### config.mk
export PLATFORM = sky130hd
export DESIGN_NAME = rv_decode_queue
export DESIGN_NICKNAME = d
export VERILOG_FILES = /design/src/rtl/rv_decode_queue.sv
export SDC_FILE = /design/constraint.sdc
export NUM_CORES = 2
export LEC_CHECK = 0
export CAP_MARGIN = 20
export CORE_UTILIZATION = 55
export CTS_BUF_LIST = sky130_fd_sc_hd__clkbuf_2
export CTS_CLUSTER_SIZE = 24
export DETAILED_ROUTE_END_ITERATION = 6
export DONT_BUFFER_PORTS = 1
export HOLD_SLACK_MARGIN = 0.1
export PLACE_DENSITY_LB_ADDON = 0.25
export SYNTH_ARGS = -nofsm -noshare
export SYNTH_HDL_FRONTEND = slang
export SYNTH_SLANG_ARGS = --single-unit
### constraint.sdc
create_clock -name clk -period 43.9 [get_ports clk]
set_input_delay 6.585 -clock clk [delete_from_list [all_inputs] [get_ports clk]]
set_output_delay 6.585 -clock clk [all_outputs]
set_load 0.005 [all_outputs]
### src/rtl/rv_decode_queue.sv
// rv_decode_queue: RV64IM decode stage that turns LANES-wide fetch bundles into a DEPTH-entry micro-op FIFO.
// Optional feature macro RV_DECODE_M_EN: when defined, funct7=0x01 under OP/OP-32 decodes as MULDIV.

module rv_decode_queue #(
    parameter int XLEN  = 64,
    parameter int LANES = 2,
    parameter int DEPTH = 8
) (
    input  logic                         clk,
    input  logic                         reset,
    input  logic                         flush,
    input  logic                         in_valid,
    output logic                         in_ready,
    input  logic [XLEN-1:0]              in_pc,
    input  logic [32*LANES-1:0]          in_insn,
    input  logic [LANES-1:0]             in_mask,
    output logic                         out_valid,
    input  logic                         out_ready,
    output logic [XLEN-1:0]              out_pc,
    output logic [31:0]                  out_insn,
    output logic [3:0]                   out_class,
    output logic [4:0]                   out_funct,
    output logic                         out_word,
    output logic [4:0]                   out_rd,
    output logic [4:0]                   out_rs1,
    output logic [4:0]                   out_rs2,
    output logic [XLEN-1:0]              out_imm,
    output logic [XLEN-1:0]              out_target,
    output logic [$clog2(DEPTH+1)-1:0]   out_count
);

    localparam int PW = (DEPTH > 1) ? $clog2(DEPTH) : 1;
    localparam int CW = $clog2(DEPTH + 1);

    localparam logic [6:0] OPC_OP      = 7'b0110011;
    localparam logic [6:0] OPC_OP32    = 7'b0111011;
    localparam logic [6:0] OPC_OPIMM   = 7'b0010011;
    localparam logic [6:0] OPC_OPIMM32 = 7'b0011011;
    localparam logic [6:0] OPC_LOAD    = 7'b0000011;
    localparam logic [6:0] OPC_STORE   = 7'b0100011;
    localparam logic [6:0] OPC_BRANCH  = 7'b1100011;
    localparam logic [6:0] OPC_JAL     = 7'b1101111;
    localparam logic [6:0] OPC_JALR    = 7'b1100111;
    localparam logic [6:0] OPC_LUI     = 7'b0110111;
    localparam logic [6:0] OPC_AUIPC   = 7'b0010111;
    localparam logic [6:0] OPC_SYSTEM  = 7'b1110011;
    localparam logic [6:0] OPC_FENCE   = 7'b0001111;

    typedef enum logic [3:0] {
        CL_OP      = 4'd0,
        CL_OPIMM   = 4'd1,
        CL_LOAD    = 4'd2,
        CL_STORE   = 4'd3,
        CL_BRANCH  = 4'd4,
        CL_JAL     = 4'd5,
        CL_JALR    = 4'd6,
        CL_LUI     = 4'd7,
        CL_AUIPC   = 4'd8,
        CL_SYSTEM  = 4'd9,
        CL_MULDIV  = 4'd10,
        CL_FENCE   = 4'd11,
        CL_ILLEGAL = 4'd15
    } uop_class_e;

    typedef struct packed {
        logic [XLEN-1:0] pc;
        logic [31:0]     insn;
        uop_class_e      cls;
        logic [4:0]      funct;
        logic            word;
        logic [4:0]      rd;
        logic [4:0]      rs1;
        logic [4:0]      rs2;
        logic [XLEN-1:0] imm;
        logic [XLEN-1:0] target;
    } uop_t;

    // Illegal encodings keep only pc and raw insn so nothing downstream sees stale fields.
    function automatic uop_t decodeInsn(input logic [31:0] insn, input logic [XLEN-1:0] pc);
        uop_t            u;
        logic [6:0]      opc;
        logic [6:0]      f7;
        logic [2:0]      f3;
        logic            bad;
        logic [XLEN-1:0] immI;
        logic [XLEN-1:0] immS;
        logic [XLEN-1:0] immB;
        logic [XLEN-1:0] immU;
        logic [XLEN-1:0] immJ;
        opc  = insn[6:0];
        f7   = insn[31:25];
        f3   = insn[14:12];
        bad  = 1'b0;
        immI = {{(XLEN-12){insn[31]}}, insn[31:20]};
        immS = {{(XLEN-12){insn[31]}}, insn[31:25], insn[11:7]};
        immB = {{(XLEN-13){insn[31]}}, insn[31], insn[7], insn[30:25], insn[11:8], 1'b0};
        immU = {{(XLEN-32){insn[31]}}, insn[31:12], 12'b0};
        immJ = {{(XLEN-21){insn[31]}}, insn[31], insn[19:12], insn[20], insn[30:21], 1'b0};
        u       = '0;
        u.pc    = pc;
        u.insn  = insn;
        u.funct = {insn[30], insn[25], f3};
        case (opc)
            OPC_OP, OPC_OP32: begin
                u.word = (opc == OPC_OP32);
                u.rd   = insn[11:7];
                u.rs1  = insn[19:15];
                u.rs2  = insn[24:20];
                u.cls  = CL_OP;
                if (f7 == 7'h20) begin
                    bad = (f3 != 3'b000) && (f3 != 3'b101);
                end else if (f7 == 7'h01) begin
`ifdef RV_DECODE_M_EN
                    u.cls = CL_MULDIV;
`else
                    bad = 1'b1;
`endif
                end else if (f7 != 7'h00) begin
                    bad = 1'b1;
                end
            end
            OPC_OPIMM, OPC_OPIMM32: begin
                u.word = (opc == OPC_OPIMM32);
                u.cls  = CL_OPIMM;
                u.rd   = insn[11:7];
                u.rs1  = insn[19:15];
                u.imm  = immI;
            end
            OPC_LOAD: begin
                u.cls = CL_LOAD;
                u.rd  = insn[11:7];
                u.rs1 = insn[19:15];
                u.imm = immI;
                bad   = (f3 == 3'b111);
            end
            OPC_STORE: begin
                u.cls = CL_STORE;
                u.rs1 = insn[19:15];
                u.rs2 = insn[24:20];
                u.imm = immS;
                bad   = f3[2];
            end
            OPC_BRANCH: begin
                u.cls = CL_BRANCH;
                u.rs1 = insn[19:15];
                u.rs2 = insn[24:20];
                u.imm = immB;
                bad   = (f3[2:1] == 2'b01);
            end
            OPC_JAL: begin
                u.cls = CL_JAL;
                u.rd  = insn[11:7];
                u.imm = immJ;
            end
            OPC_JALR: begin
                u.cls = CL_JALR;
                u.rd  = insn[11:7];
                u.rs1 = insn[19:15];
                u.imm = immI;
                bad   = (f3 != 3'b000);
            end
            OPC_LUI, OPC_AUIPC: begin
                u.cls = (opc == OPC_LUI) ? CL_LUI : CL_AUIPC;
                u.rd  = insn[11:7];
                u.imm = immU;
            end
            OPC_SYSTEM, OPC_FENCE: begin
                u.cls = (opc == OPC_SYSTEM) ? CL_SYSTEM : CL_FENCE;
                u.rd  = insn[11:7];
                u.rs1 = insn[19:15];
                u.imm = immI;
            end
            default: bad = 1'b1;
        endcase
        if (bad) begin
            u      = '0;
            u.pc   = pc;
            u.insn = insn;
            u.cls  = CL_ILLEGAL;
        end else if ((u.cls == CL_BRANCH) || (u.cls == CL_JAL)) begin
            u.target = pc + u.imm;
        end
        return u;
    endfunction

    uop_t            mem_q [DEPTH];
    logic [PW-1:0]   wrPtr_q, wrPtr_d;
    logic [PW-1:0]   rdPtr_q, rdPtr_d;
    logic [CW-1:0]   count_q, count_d;

    uop_t            laneDec [LANES];
    logic [PW-1:0]   laneOff [LANES];
    logic [CW-1:0]   pushCnt;
    logic            pushEn;
    logic            popEn;
    uop_t            headUop;

    assign out_valid = (count_q != '0);
    assign in_ready  = ((CW'(DEPTH) - count_q) >= CW'(LANES));
    assign pushEn    = in_valid && in_ready && !flush;
    assign popEn     = out_valid && out_ready && !flush;

    // Each set lane lands at wrPtr + (number of set lanes below it), packing the bundle contiguously.
    always_comb begin
        laneOff[0] = '0;
        for (int i = 0; i < LANES; i++) begin
            laneDec[i] = decodeInsn(in_insn[32*i +: 32], in_pc + XLEN'(4 * i));
        end
        for (int i = 1; i < LANES; i++) begin
            laneOff[i] = laneOff[i-1] + PW'(in_mask[i-1]);
        end
        pushCnt = pushEn ? (CW'(laneOff[LANES-1]) + CW'(in_mask[LANES-1])) : '0;
    end

    always_comb begin
        wrPtr_d = wrPtr_q + PW'(pushCnt);
        rdPtr_d = rdPtr_q + PW'(popEn);
        count_d = count_q + pushCnt - CW'(popEn);
        if (flush) begin
            wrPtr_d = '0;
            rdPtr_d = '0;
            count_d = '0;
        end
    end

    always_ff @(posedge clk or posedge reset) begin
        if (reset) begin
            wrPtr_q <= '0;
            rdPtr_q <= '0;
            count_q <= '0;
        end else begin
            wrPtr_q <= wrPtr_d;
            rdPtr_q <= rdPtr_d;
            count_q <= count_d;
        end
    end

    // Storage needs no reset: the head is masked by out_valid, which is derived from the reset count.
    always_ff @(posedge clk) begin
        if (pushEn) begin
            for (int i = 0; i < LANES; i++) begin
                if (in_mask[i]) begin
                    mem_q[wrPtr_q + laneOff[i]] <= laneDec[i];
                end
            end
        end
    end

    assign headUop    = out_valid ? mem_q[rdPtr_q] : '0;
    assign out_pc     = headUop.pc;
    assign out_insn   = headUop.insn;
    assign out_class  = headUop.cls;
    assign out_funct  = headUop.funct;
    assign out_word   = headUop.word;
    assign out_rd     = headUop.rd;
    assign out_rs1    = headUop.rs1;
    assign out_rs2    = headUop.rs2;
    assign out_imm    = headUop.imm;
    assign out_target = headUop.target;
    assign out_count  = count_q;

endmodule

== After elaboration in Yosys (flattened, before gate mapping) ==
Memory sizes are Yosys's and may differ from the RTL's.
Cells that the tools add are included.

* Add/subtract/negate cells: 10
* Magnitude comparators: 1
* Eq/ne operators: 40
* Mux-type cells: 41
* Reductions and logical operators: 32

{| class="wikitable"
|+ Operators by type and width
! kind !! number
|-
| 64-bit one-hot mux with 5 select lines || 2
|-
| 64-bit two-way mux || 4
|-
| 249-bit two-way mux || 1
|-
| 89-bit two-way mux || 2
|-
| 64-bit adder || 2
|-
| 7-bit by 6-bit equality test with 1-bit output, second input constant || 10
|-
| 64-bit by 3-bit adder with 64-bit output, second input constant || 1
|-
| 4-bit one-hot mux with 8 select lines || 2
|-
| 7-bit equality test, second input constant || 8
|-
| 7-bit by 5-bit equality test with 1-bit output, second input constant || 6
|-
| 5-bit two-way mux || 6
|-
| 11-bit OR reduction || 2
|-
| 10-bit OR reduction || 2
|-
| 4-bit by 3-bit equality test with 1-bit output, second input constant || 4
|-
| 2-bit OR reduction || 8
|-
| 7-bit by 1-bit equality test with 1-bit output, second input constant || 2
|-
| 7-bit by 2-bit equality test with 1-bit output, second input constant || 2
|-
| 7-bit by 4-bit equality test with 1-bit output, second input constant || 2
|-
| 7-bit nonzero test || 2
|-
| 7-bit OR reduction || 2
|-
| 1-bit two-way mux || 12
|-
| 4-bit two-way mux || 3
|-
| 1-bit one-hot mux with 6 select lines || 2
|-
| 6-bit OR reduction || 2
|-
| other kinds (19) || 35
|}

* Bits in registers: 10
* RAM bits: 1992
* Bits of input ports: 135
* Output and inout port bits: 255
* Word-level logic and storage cells: 128
* Memories kept: 1

{| class="wikitable"
|+ Memories
! name !! words !! bits a word !! rd ports !! clocked after memory_dff !! write ports !! line !! source
|-
| mem_q || 8 || 249 || 1 || 0 || 2 || 186 || <nowiki>uop_t mem_q [DEPTH];</nowiki>
|}

== Logic depth before layout (Yosys ltp) ==
* Word-level depth: 8
* Gate-level depth with buffers: 24
* Depth with buffers taken out: 20

== Least setup slack after synthesis ==
OpenSTA, ideal clock, no wires.

* Path kind: in2reg
* Start point: input flush
* End point: memory mem_q[2][0] (netlist name), enable pin
* Library setup time: 1.113 ns
* Data arrival time: 22.886 ns
* Required time: 42.787 ns
* Slack: 19.901 ns
* Stages on the path: 4
* Cells stage by stage: and3b_1 clkbuf_1 nand3_1 o31ai_1

{| class="wikitable"
|+ RTL lines
! element !! line !! source
|-
| start: declaration || 11 || <nowiki>input logic flush,</nowiki>
|-
| end: declaration || 186 ||
|}

== Final worst setup path ==
* Start point: register rdPtr_q[0]
* End point: output out_insn[29]

* Cells in the longest elaborated chain, start to end: 2

{| class="wikitable"
|+ Ends and longest elaborated chain
! element !! line !! source
|-
| start: declaration || 188 || <nowiki>logic [PW-1:0] rdPtr_q, rdPtr_d;</nowiki>
|-
| start signal: assignment || 233 || <nowiki>rdPtr_q <= rdPtr_d;</nowiki>
|-
| memory 8 x 249 bit || n/a ||
|-
| 249-bit two-way mux || 249 || <nowiki>assign headUop = out_valid ? mem_q[rdPtr_q] : '0;</nowiki>
|-
| end: declaration || 20 || <nowiki>output logic [31:0] out_insn,</nowiki>
|}

Every way passes these cells.

==> results.cfg <==
[finish]
nNetsFinal = 8949
drive_gt1_share_pct = 15.5
area_growth_pct = 4.91
stdcell_count = 11396
final_core_util_pct = 58.3

[setup_path]
crit_family = buffers and inverters
path_buf_inv = 4
critPathSlowestCell = buf_4
path_common_cell = buf_4
crit_arrival_ps = 7720
cp-end-kind = primary output
worstPathCellList = buf_4 -> buf_4 -> buf_4 -> buf_4 -> mux4_2 -> mux2i_1 -> nor2_1
crit_fanout = 48
path_class = flip-flop to primary output
max_stage_delay_ps = 920
startpoint_type = flip-flop
crit_required_ps = 37310

[synth]
synth.distinct_cells = 113
ys_ff_latch = 1746
async_reset_ff_share_pct = 0.573
synthFlopType = edfxtp_1
synth_nets = 9196
synth_edf_count = 1736
avgSynthCellArea_um2 = 11.1
ys.warnings.count = 0
syn_area_um2 = 99400
netlist_instances = 8990
yosysSeqAreaShare_pct = 52.7

[placed_design]
dpl.hpwl_um = 230000
port-buffer-count = 0
routabilityCongestion = 1.03
dp.cells = 10643

[route]
wire_per_inst_um = 32.1
dr.pass1.iters = 7
vias_per_cell = 6.75
dr_total_vias = 76916
ant_nets = 0
drt_iter0_markers = 10765
routed_wl_um = 366000
drcViolationCount = 18

[cts]
cts_buffers = 448
clkSlewWorstSetupHoldPaths_ps = 100
holdBufCountCts = 0
ctsHtreeMaxLevel = 5
numClockSinks = 1746
clockRootBuffer = clkbuf_2
cts_buffer_depth = 4
cts_setup_buffers = 0
ctsResizeCount = 0
cts_tree = built
clk_latency_ps = 2090

[power]
p_per_area_nw_per_um2 = 36.3
ir_drop_mv = 0.0453
p_leak_nw = 35.3

[global_routing]
grt_antenna_before_repair = 15
grt_overflow = 0
grt_pass1_vias = 74234
grt_pass1_wl_um = 519000
track_usage_pct = 39.7
grt_max_degree = 119

[timing]
maxSlewViolCount = 0
max_freq_mhz = 69.9
rsz0062_at_grt = no
hold_violations = 0
relSlewSlack_pct = 7.69
worstMarginPinSlew_ps = 1380
final-setup-viol-count = 0
fin_crit_ps = 14300
finalCritPeriodShare_pct = 32.6
setup-tns-final_ps = 0
finClkSkew_ps = 149

[worst_hold_path]
hold_class = flip-flop to flip-flop

[floorplan]
coreArea_um2 = 179000
dieWidth_um = 427
row_count = 155
initial_utilization_pct = 55.6
die_area_um2 = 183000
ioPinCount = 390
dieHeight_um = 427

[outcome]
status = finished with violations
violations = DRC

[flow_run]
maxCapViolCount = 0
final cells by class:
type | count | area (µm²)
clock buffer | 650 | 3250
antenna | 19 | 47.5
multi-input combinational | 6322 | 43600
timing repair buffer | 164 | 1390
sequential | 1746 | 52400
clock inverter | 79 | 412
fill | 14767 | 74700
tap | 2355 | 2950
inverter | 61 | 229
sequential cells by signal (all words and copies together) (netlist names):
register and cells:
rdPtr_q 3, out_count 4, mem_q 1736, wrPtr_q 3
stage by stage:
| stage | hold WS [ps] | setup slack (ps) | instance area [µm²] | total power [mW] |
|---|---|---|---|---|
| after global routing | 774 | 29170 | 104000 | 3.92 |
| after floorplan | 603 | 19900 | 99400 | 2.58 |
| final | 756 | 29600 | 104000 | 3.78 |
| after CTS | 751 | 29370 | 104000 | 3.79 |
| after detailed placement | 717 | 30910 | 101000 | 2.73 |
| after global placement | 711 | 30980 | 100000 | 2.72 |
final timing paths:
check                                       startpoint                endpoint  slack (ps)  cells after the start
worst max register to register  out_count[0]$_DFF_PP0_  mem_q[1][59]$_DFFE_PP_       37890                     12
worst min-delay path            out_count[0]$_DFF_PP0_  out_count[0]$_DFF_PP0_         760                      2
min in group asynchronous                        reset    wrPtr_q[0]$_DFF_PP0_        4500                      1
max in group asynchronous                        reset    rdPtr_q[1]$_DFF_PP0_       39070                      1
worst min register to register  out_count[0]$_DFF_PP0_  out_count[0]$_DFF_PP0_         760                      2
worst max-delay path              rdPtr_q[0]$_DFF_PP0_            out_insn[29]       29600                      7
placed cells by master (no fill, tap or decap), types with 14 or more instances in the layout:
master	n
a211oi_1	23
a21boi_0	15
a21o_1	27
a21oi_1	163
a31oi_1	34
and2_1	64
and3_1	48
and4_1	26
buf_4	149
clkbuf_2	650
clkinv_1	65
diode_2	19
edfxtp_1	1736
ha_1	67
inv_1	57
mux2i_1	354
mux4_2	434
nand2_1	1752
nand2b_1	16
nand3_1	256
nand4_1	55
nor2_1	731
nor2b_1	16
nor3_1	69
nor4_1	47
o211ai_1	18
o21a_1	17
o21ai_0	847
o21ai_1	17
o21bai_1	16
o22ai_1	195
o31ai_1	26
o32ai_1	14
or2_2	16
or3_1	24
or4_1	16
xnor2_1	324
xor2_1	299
synthesized netlist by cell type, types with 187 or more instances:
cell      number  area, µm²
xor2_1       299       2620
mux2i_1      354       3540
mux4_2       434       9770
xnor2_1      326       2860
clkbuf_1     576       2160
edfxtp_1    1736      52100
buf_1        187        702
nand2_1     1754       6580
nor2_1       736       2760
o21ai_0      854       4270
nand3_1      256       1280
o22ai_1      195       1220
metal layers:
metal  up-vias  GRT usage (%)  part of all wire [%]
met5         -          0.291                 0.038
met4        12           29.1                   8.3
met3      1287           9.30                    12
met2      5681           62.1                    46
met1     37387           48.2                    34
li1      32549              -                     -
power breakdown:
part	leakage (nW)	internal (mW)	switching (mW)	total [mW]
Clock	2.90	0.411	0.679	1.09
Combinational	16.1	0.283	0.499	0.782
Sequential	16.2	1.89	0.0200	1.91
Total	35.3	2.59	1.20	3.78
cell families after synthesis:
| family | Yosys count | synth area share [%] |
|---|---|---|
| AND/OR/NAND/NOR | 3225 | 14.0 |
| flip-flops | 1746 | 52.7 |
| buffers and inverters | 922 | 3.72 |
| XOR/XNOR | 634 | 5.65 |
| adder cells (fa/ha/maj) | 81 | 1.02 |
| AO/OA/AOI/OAI | 1583 | 9.43 |
| multiplexers | 799 | 13.5 |
tightest hold or removal path: stages, from the launching register on:
cell and delay, ps:
dfrtp_1 450, ha_1 160, nor2b_1 120
Power figures use the tool's default switching activity.
